`src/rtl/seq_mult_ctrl.sv`:
```
// Self-controlled shift-and-add multiplier with valid/ready handshakes and a
// runtime signed/unsigned mode; control FSM, iteration counter and datapath in one block.
module seq_mult_ctrl #(
    parameter int WIDTH = 8
) (
    input  logic                 clk,
    input  logic                 rst_n,
    input  logic                 in_valid,
    output logic                 in_ready,
    input  logic                 signed_mode,
    input  logic [WIDTH-1:0]     op_b,
    input  logic [WIDTH-1:0]     op_q,
    output logic                 out_valid,
    input  logic                 out_ready,
    output logic [2*WIDTH-1:0]   product,
    output logic                 busy
);

    localparam int CW = $clog2(WIDTH + 1);

    typedef enum logic [1:0] {IDLE, CALC, ADJ, DONE} state_t;

    state_t           state;
    logic [WIDTH-1:0] a_reg;
    logic [WIDTH-1:0] q_reg;
    logic [WIDTH-1:0] b_reg;
    logic [CW-1:0]    cnt;
    logic             neg;

    logic [WIDTH-1:0] b_mag;
    logic [WIDTH-1:0] q_mag;
    logic [WIDTH:0]   sum;

    // The magnitude of the most-negative operand still fits as an unsigned WIDTH-bit value.
    assign b_mag = (signed_mode && op_b[WIDTH-1]) ? -op_b : op_b;
    assign q_mag = (signed_mode && op_q[WIDTH-1]) ? -op_q : op_q;

    // The carry out of the add becomes the new A[MSB] in the same cycle's shift.
    assign sum = q_reg[0] ? ({1'b0, a_reg} + {1'b0, b_reg}) : {1'b0, a_reg};

    always_ff @(posedge clk or negedge rst_n) begin
        if (!rst_n) begin
            state   <= IDLE;
            a_reg   <= '0;
            q_reg   <= '0;
            b_reg   <= '0;
            cnt     <= '0;
            neg     <= 1'b0;
            product <= '0;
        end else begin
            case (state)
                IDLE: begin
                    if (in_valid) begin
                        b_reg <= b_mag;
                        q_reg <= q_mag;
                        a_reg <= '0;
                        cnt   <= CW'(WIDTH);
                        neg   <= signed_mode & (op_b[WIDTH-1] ^ op_q[WIDTH-1]);
                        state <= CALC;
                    end
                end
                CALC: begin
                    a_reg <= sum[WIDTH:1];
                    q_reg <= {sum[0], q_reg[WIDTH-1:1]};
                    cnt   <= cnt - CW'(1);
                    if (cnt == CW'(1)) begin
                        state <= ADJ;
                    end
                end
                ADJ: begin
                    product <= neg ? -{a_reg, q_reg} : {a_reg, q_reg};
                    state   <= DONE;
                end
                DONE: begin
                    if (out_ready) begin
                        state <= IDLE;
                    end
                end
                default: state <= IDLE;
            endcase
        end
    end

    assign in_ready  = (state == IDLE);
    assign out_valid = (state == DONE);
    assign busy      = (state == CALC) || (state == ADJ);

endmodule

```
`config.mk`:
```
export PLATFORM = sky130hd
export DESIGN_NAME = seq_mult_ctrl
export DESIGN_NICKNAME = d
export VERILOG_FILES = /design/src/rtl/seq_mult_ctrl.sv
export SDC_FILE = /design/constraint.sdc
export NUM_CORES = 1
export LEC_CHECK = 0
export ABC_AREA = 1
export CORE_ASPECT_RATIO = 0.5
export CORE_UTILIZATION = 40
export CTS_BUF_LIST = sky130_fd_sc_hd__clkbuf_8
export DETAILED_ROUTE_END_ITERATION = 8
export GPL_ROUTABILITY_DRIVEN = 0
export PLACE_DENSITY = 0.69
export SYNTH_ARGS = -nofsm -noshare
export SYNTH_HDL_FRONTEND = slang
export SYNTH_SLANG_ARGS = --single-unit
```
`constraint.sdc`:
```
create_clock -name clk -period 2.2 [get_ports clk]
set_input_delay 0.44 -clock clk [delete_from_list [all_inputs] [get_ports clk]]
set_output_delay 0.44 -clock clk [all_outputs]
set_load 0.005 [all_outputs]
```
## Word level (Yosys, flattened, before mapping)

Index checks and enable logic that the tools add are counted.

- Register bits after elaboration: 47
- Bits of input ports: 21

- Bitwise operators: 2
- Reductions and logical operators: 8
- $add $sub $neg: 5
- Equality and inequality tests: 7
- Muxes and demuxes: 14

Operators with widths:

| kind | count |
|---|---|
| 2-to-1 mux 8 bit | 4 |
| one-hot mux 8 bit (2 select lines) | 2 |
| 2-to-1 mux 16 bit | 1 |
| negator 16 bit | 1 |
| negator 8 bit | 2 |
| adder 8 x 8 -> 9 bit | 1 |
| 2-to-1 mux 9 bit | 1 |
| one-hot mux 2 bit (4 select lines) | 1 |
| one-hot mux 4 bit (2 select lines) | 1 |
| 2-to-1 mux 2 bit | 3 |
| == test 2 bit (second input constant) | 2 |
| == test 4 x 1 -> 1 bit (second input constant) | 1 |
| 2-to-1 mux 4 bit | 1 |
| != test 2 bit (second input constant) | 2 |
| AND reduction 2 bit | 2 |
| subtractor 4 x 1 -> 4 bit (second input constant) | 1 |
| AND reduction 3 bit | 1 |
| == test 2 x 1 -> 1 bit (second input constant) | 1 |
| logical AND 1 bit | 2 |
| zero test 2 bit | 1 |
| != test 2 x 1 -> 1 bit (second input constant) | 1 |
| nonzero test 2 bit | 1 |
| bitwise AND 1 bit | 1 |
| logical OR 1 bit | 1 |
| bitwise XOR 1 bit | 1 |

## Logic depth before layout (Yosys ltp)

- Depth in word-level cells: 4
- Gate-level depth with buffers: 11
- Gate-level depth less buffers: 11

## Worst setup path after synthesis

No wires, ideal clock.

- Path kind: register to register
- Start: reg q_reg[0]
- End: reg product[14]
- Slack: 0.543 ns
- Clock period less this slack: 1.657 ns
- Buffers on the path: 2
- Arrival time: 1.539 ns
- Required time: 2.082 ns
- Cell stages (with the launch flop): 12
- Library setup time: 0.118 ns
- Path through: dfrtp_1 -> buf_6 -> inv_2 -> clkbuf_1 -> ha_1 -> nand2_1 -> nor2_1 -> nand2_1 -> nand2_1 -> nand3_1 -> nand3_1 -> nand2_1

- Cells in the longest elaborated chain, start to end: 2

RTL lines:

| element | RTL line | source |
|---|---|---|
| start, declared | 25 | `logic [WIDTH-1:0] q_reg;` |
| start signal, assigned | 55 | `q_reg <= q_mag;` |
| start signal, assigned | 64 | `q_reg <= {sum[0], q_reg[WIDTH-1:1]};` |
| negator 16 bit | 71 | `product <= neg ? -{a_reg, q_reg} : {a_reg, q_reg};` |
| 2-to-1 mux 16 bit | 71 |  |
| end signal, assigned | 71 |  |
| end, declared | 15 | `output logic [2*WIDTH-1:0] product,` |

Every way passes these cells.
A chain may end at the register's enable or synchronous reset.

## Worst setup path in the final report

- Start: reg state[0]
- End: out in_ready

- Cells in the longest elaborated chain, start to end: 1

RTL lines:

| element | RTL line | source |
|---|---|---|
| start, declared | 23 | `state_t state;` |
| start signal, assigned | 43 | `state <= IDLE;` |
| start signal, assigned | 59 | `state <= CALC;` |
| start signal, assigned | 67 | `state <= ADJ;` |
| zero test 2 bit | 84 | `assign in_ready = (state == IDLE);` |
| end, declared | 9 | `output logic in_ready,` |

Every way passes these cells.

==> results.py <==
metrics = {
    "run_status": {
        "status": "complete, but fails checks",
        "violations": "design-rule violations",
    },
    "cells_and_area": {
        "finalInstanceArea_mm2": 0.003666,
        "layout-drive-gt1-share": 0.06183,
        "n_antenna_cell": 0,
        "stdcell_count": 565,
        "largest_register": "product",
        "area.growth.synth_to_final_pct": 20.18,
        "largest_reg_flops": 16,
        "final_cell_mix": "128 x nand2_1, 48 x inv_1, 47 x dfrtp_1",
        "final_util": 0.4988,
        "final_nets": 507,
        "layout_commonest_cell": "nand2_1",
    },
    "power": {
        "ir_drop_mv": 0.4723,
        "switchingPower_uw": 2292,
        "powerDensity_mw_per_mm2": 1388,
        "leakage_uw": 0.001832,
        "sw_frac_of_total": 0.4505,
        "p_int_uw": 2795,
        "p_clk_frac": 0.132,
        "p_comb_frac": 0.547,
        "p_seq_frac": 0.321,
    },
    "synth": {
        "syn-cell-area_mm2": 0.003050,
        "synthCells": 426,
        "synth_nets": 465,
        "ys_warn_count": 0,
        "ys_types": 30,
        "syn_avg_cell_area_um2": 7.161,
        "ys_seq_elements": 47,
        "synth-seq-area-share": 0.3856,
    },
    "sta": {
        "worst_clock_skew_ns": 0.01528,
        "fin_crit_sh": 0.9239,
        "drv_slew": 0,
        "worst_pin_slew_ns": 0.5521,
        "fin_setup_tns_ns": 0,
        "max-slew-margin-rel": 0.6316,
        "rsz0062_at_grt": "no",
        "finalHoldViolCount": 0,
        "maxClockFrequency_mhz": 492.0,
        "whs_ns": 0.04320,
        "period_needed_ns": 2.033,
        "setup-violations-final": 0,
    },
    "run": {
        "drv_cap": 0,
    },
    "place": {
        "portBuffers": 39,
        "dp_hpwl_um": 5461,
        "post_dp_cell_area_mm2": 0.003547,
        "place_inst": 557,
    },
    "floorplanning": {
        "core_area_mm2": 0.007350,
        "die_area_mm2": 0.008001,
        "die_w_um": 125.5,
        "initial_utilization": 0.4150,
        "dieHeight_um": 63.75,
        "rows": 22,
        "ios": 40,
    },
    "clock_network": {
        "cts_made_buffers": 5,
        "cts_root_buf": "clkbuf_8",
        "clk_pin_slew_ns": 0.09,
        "clk-insertion-delay-late_ns": 0.31,
        "clock_sinks": 47,
        "htreeDepth": 2,
        "postCtsSetupRepairBufs": 0,
        "cts_tree": "yes",
        "clk_path_buf_depth": 2,
    },
    "detailed_routing": {
        "top_layer_used": "met4",
        "met2WireLength_um": 2700,
        "drc": 4,
        "finalWirelength_um": 6953,
        "drt_pre_antenna_iters": 9,
        "wl_per_cell_um": 12.31,
        "drt-met1-wl_um": 3745,
        "viasPerCell": 4.839,
        "vias": 2734,
        "dr_wl_met3_um": 478,
        "ant_nets": 0,
        "drt_iter0_drc": 133,
    },
    "global_route": {
        "grt_overflow": 0,
        "grt_pass1_wl_um": 12130,
        "antenna_found_initial": 0,
        "grt_max_degree": 22,
        "grt_pass1_vias": 2570,
        "track_usage": 0.1895,
    },
    "setup_path": {
        "arrival_ns": 1.59,
        "reg2reg_depth": 8,
        "crit_path_end": "in_ready",
        "worstSetupStartpointType": "flop",
        "cp-startpoint": "state[0]$_DFFE_PN0P_",
        "reg2reg_slack_ns": 0.41,
        "crit_path_max_fanout": 5,
        "endpoint_kind": "primary output",
        "rr_endpoint": "a_reg[7]$_DFFE_PN0P_",
        "reg2reg_from": "a_reg[0]$_DFFE_PN0P_",
        "crit_type": "flop to primary output",
        "required_ns": 1.76,
    },
    "worst_hold_path": {
        "hp-class": "input pin to asynchronous set/reset pin",
    },
}
-- through the flow --
| stage | setup slack, ns | total power (uW) |
|---|---|---|
| global route | 0.06869 | 5617 |
| finish | 0.1674 | 5087 |
| detailed placement | 0.2764 | 4432 |
| floorplan | 0.5428 | 3525 |
| CTS | 0.07153 | 5119 |
| global placement | 0.3413 | 4390 |
-- cell families (layout without fill, tap and decap cells) --
logic type,Yosys count,after routing,share of synthesized area
xor gates and xnor gates,11,11,0.03158
buffers and inverters,63,106,0.08408
and+or+nand+nor,207,207,0.2797
AOI/OAI and AO/OA,80,80,0.1427
adders and majority gates,18,18,0.07629
DFF,47,47,0.3856
-- power by group through the flow --
stage | registers, uW | clock network, uW | logic [uW]
after CTS | 1640 | 688 | 2800
after global routing | 1700 | 716 | 3200
after global placement | 1650 | 0 | 2740
after detailed placement | 1650 | 0 | 2780
after floorplan | 1540 | 0 | 1980
final | 1640 | 669 | 2780
-- routing by layer --
metal | GRT usage | up-vias
li1 | - | 1454
met1 | 0.2848 | 1214
met2 | 0.2771 | 64
met3 | 0.03853 | 2
met4 | 0.04268 | 0
met5 | 0 | -
-- cell usage after synthesis --
| cell type | instances | area share |
|---|---|---|
| buf_1 | 1 | 0.0012 |
| nand2_1 | 128 | 0.16 |
| a21oi_1 | 22 | 0.036 |
| nor2_4 | 1 | 0.0037 |
| nor3_1 | 3 | 0.0049 |
| o22ai_1 | 3 | 0.0062 |
| ha_1 | 17 | 0.070 |
| buf_6 | 2 | 0.0074 |
| o221ai_1 | 1 | 0.0029 |
| or2_2 | 1 | 0.0021 |
| o21ai_0 | 45 | 0.074 |
| dfrtp_1 | 47 | 0.39 |
| fa_1 | 1 | 0.0066 |
| nor2_1 | 30 | 0.037 |
| nand3b_1 | 1 | 0.0025 |
| o21ai_4 | 1 | 0.0053 |
| nand2_2 | 3 | 0.0062 |
| a31oi_1 | 1 | 0.0021 |
| a21o_1 | 1 | 0.0025 |
| inv_2 | 4 | 0.0049 |
| o21ai_1 | 2 | 0.0033 |
| xor2_1 | 10 | 0.029 |
| or2_1 | 1 | 0.0021 |
| inv_1 | 48 | 0.059 |
| o211ai_1 | 2 | 0.0049 |
| buf_2 | 4 | 0.0066 |
| a21oi_2 | 2 | 0.0057 |
| clkbuf_1 | 4 | 0.0049 |
| xnor2_1 | 1 | 0.0029 |
| nand3_1 | 39 | 0.064 |
-- critical path, cell delays in order, from the launching register on --
cell	delay, ns
dfrtp_1	0.40
inv_1	0.11
ha_2	0.26
clkdlybuf4s50_1	0.53
-- layout make-up --
cell class                 count  area [um2]
fill                         719        3684
inverter                      52       195.2
sequential                    47        1176
tap                           96       120.1
clock buffer                   5       68.82
timing repair buffer          46       437.9
multi-input combinational    316        1620
clock inverter                 3       47.55
-- how the worst min path moves through the flow --
stage / cells past startpoint / to / start / slack (ns)
finish: 1 / product[13]$_DFFE_PN0P_ / rst_n / 0.04
global route: 1 / product[13]$_DFFE_PN0P_ / rst_n / 0.06
CTS: 1 / product[13]$_DFFE_PN0P_ / rst_n / 0.06
detailed placement: 1 / product[13]$_DFFE_PN0P_ / rst_n / 0.40
global placement: 1 / product[13]$_DFFE_PN0P_ / rst_n / 0.39
floorplan: 0 / a_reg[0]$_DFFE_PN0P_ / rst_n / 0.14
-- repair_timing --
item	in CTS	in global routing
resized for setup	0	1
hold buffers	0	0
setup endpoints to repair	0	1
(Power assumes the default switching activity.)
==> variant, RTL diff (same flow settings) <==
Encoding of `state_t`: now one-hot (4 bits for 4 states).
--- a/src/rtl/seq_mult_ctrl.sv
+++ b/src/rtl/seq_mult_ctrl.sv
@@ -18,7 +18,7 @@
 
     localparam int CW = $clog2(WIDTH + 1);
 
-    typedef enum logic [1:0] {IDLE, CALC, ADJ, DONE} state_t;
+    typedef enum logic [3:0] {IDLE = 4'b0001, CALC = 4'b0010, ADJ = 4'b0100, DONE = 4'b1000} state_t;
 
     state_t           state;
     logic [WIDTH-1:0] a_reg;
Function: no difference found for any inputs over 10 cycles, from zero or initial values and one cycle with rst_n low; not proved beyond that.
==> variant against the original RTL <==
- total power fell by 5.5%
- final area grew 0.41%
- sequential cell count is 2 higher
- maximum frequency is 4.6% lower
- synthesized area grew 2.1%
- cell count down 0.18%
- routed wire length is 2.2% higher
- worst setup slack lost 97 ps
- first-iteration DRC count up 11%
- via count is 0.37% lower
- die area increased by 2.0%
- critical path type unchanged
==> variant: results (changes against the original RTL) <==
* End of the worst register-to-register path: a_reg[5] (was a_reg[7])
* Post-Layout Cell Count at 564 (was 565)
* Tcrit/Tclk final at 96.8% (was 92.4%)
* Clock power share at 11.3% (was 13.2%)
* Arr. time, crit path at 1690 ps (was 1590 ps)
* First-pass DRT Iterations at 4 (was 9)
* DR iter-0 viols at 147 (was 133)
* Lkg Pwr at 1.85 nW (was 1.83 nW)
* Maximum number of pins on one net before global-route repair at 50 (was 22)
* Wire per inst at 12.6 um (was 12.3 um)
* Half-perimeter wire length after placement at 5470 um (was 5460 um)
* Ratio of cells with drive above 1 in the final layout at 6.62% (was 6.18%)
* Post-placement worst setup slack at 217 ps (was 276 ps)
* Max VDD drop at 0.360 mV (was 0.472 mV)
* Area share of fa/ha/maj cells after synthesis at 5.87% (was 7.63%)
* R2R Setup Slk at 440 ps (was 410 ps)
* Worst hold margin at 236 ps (was 43.2 ps)
* Final-stage net count at 502 (was 507)
* Met3 layer usage reported by global route at 5.70% (was 3.85%)
* Number of cells on the worst reg-to-reg path at 10 (was 8)
* CP startpoint: state[0] (unchanged)
* Peak fanout along the critical path at 4 (was 5)
* Synth cell count leaders: sky130_fd_sc_hd__nand2_1, sky130_fd_sc_hd__inv_1, sky130_fd_sc_hd__nand3_1, sky130_fd_sc_hd__dfrtp_1, sky130_fd_sc_hd__nor2_1 (was sky130_fd_sc_hd__nand2_1, sky130_fd_sc_hd__inv_1, sky130_fd_sc_hd__dfrtp_1, sky130_fd_sc_hd__o21ai_0, sky130_fd_sc_hd__nand3_1)
* XOR/XNOR share of the synthesized area at 3.09% (was 3.16%)
* Final Skew at 6.90 ps (was 15.3 ps)
* Met2 routing resource usage after global routing at 25.4% (was 27.7%)
* Area after detailed placement at 3590 um2 (was 3550 um2)
* Status: finished clean (was finished with violations)
* Post-synth cell types at 33 (was 30)
* Drt drc at 0 (was 4)
* Number of global-route vias before repair at 2,506 (was 2,570)
* Avg Inst Size Synth at 7.29 um2 (was 7.16 um2)
* Metal2 WL at 2630 um (was 2700 um)
* Routed length on met3 at 608 um (was 478 um)
* Internal Dissipation at 0.00266 W (was 0.00280 W)
-- variant: cell families (layout without fill, tap and decap cells) --
| group | Yosys count | in the layout |
|---|---|---|
| buffers and inverters | 68 | 109 |
| AO/OA/AOI/OAI | 60 | 60 |
| XOR/XNOR | 11 | 11 |
| flip-flops | 49 | 49 |
| adder cells (fa/ha/maj) | 14 | 14 |
| AND/OR/NAND/NOR | 225 | 225 |
-- variant: final cells by class --
type	count	area, um2
Inverter	56	210
Clock inverter	2	7.51
Fill cell	748	3750
Multi-Input combinational cell	310	1600
Tap cell	96	120
Timing Repair Buffer	45	430
Clock buffer	6	82.6
Sequential cell	49	1230
-- variant: worst max-delay path: stages (launching register included) --
cell and delay (ps):
sky130_fd_sc_hd__dfstp_2 580, sky130_fd_sc_hd__inv_2 60, sky130_fd_sc_hd__nor3_4 210, sky130_fd_sc_hd__clkdlybuf4s50_1 540
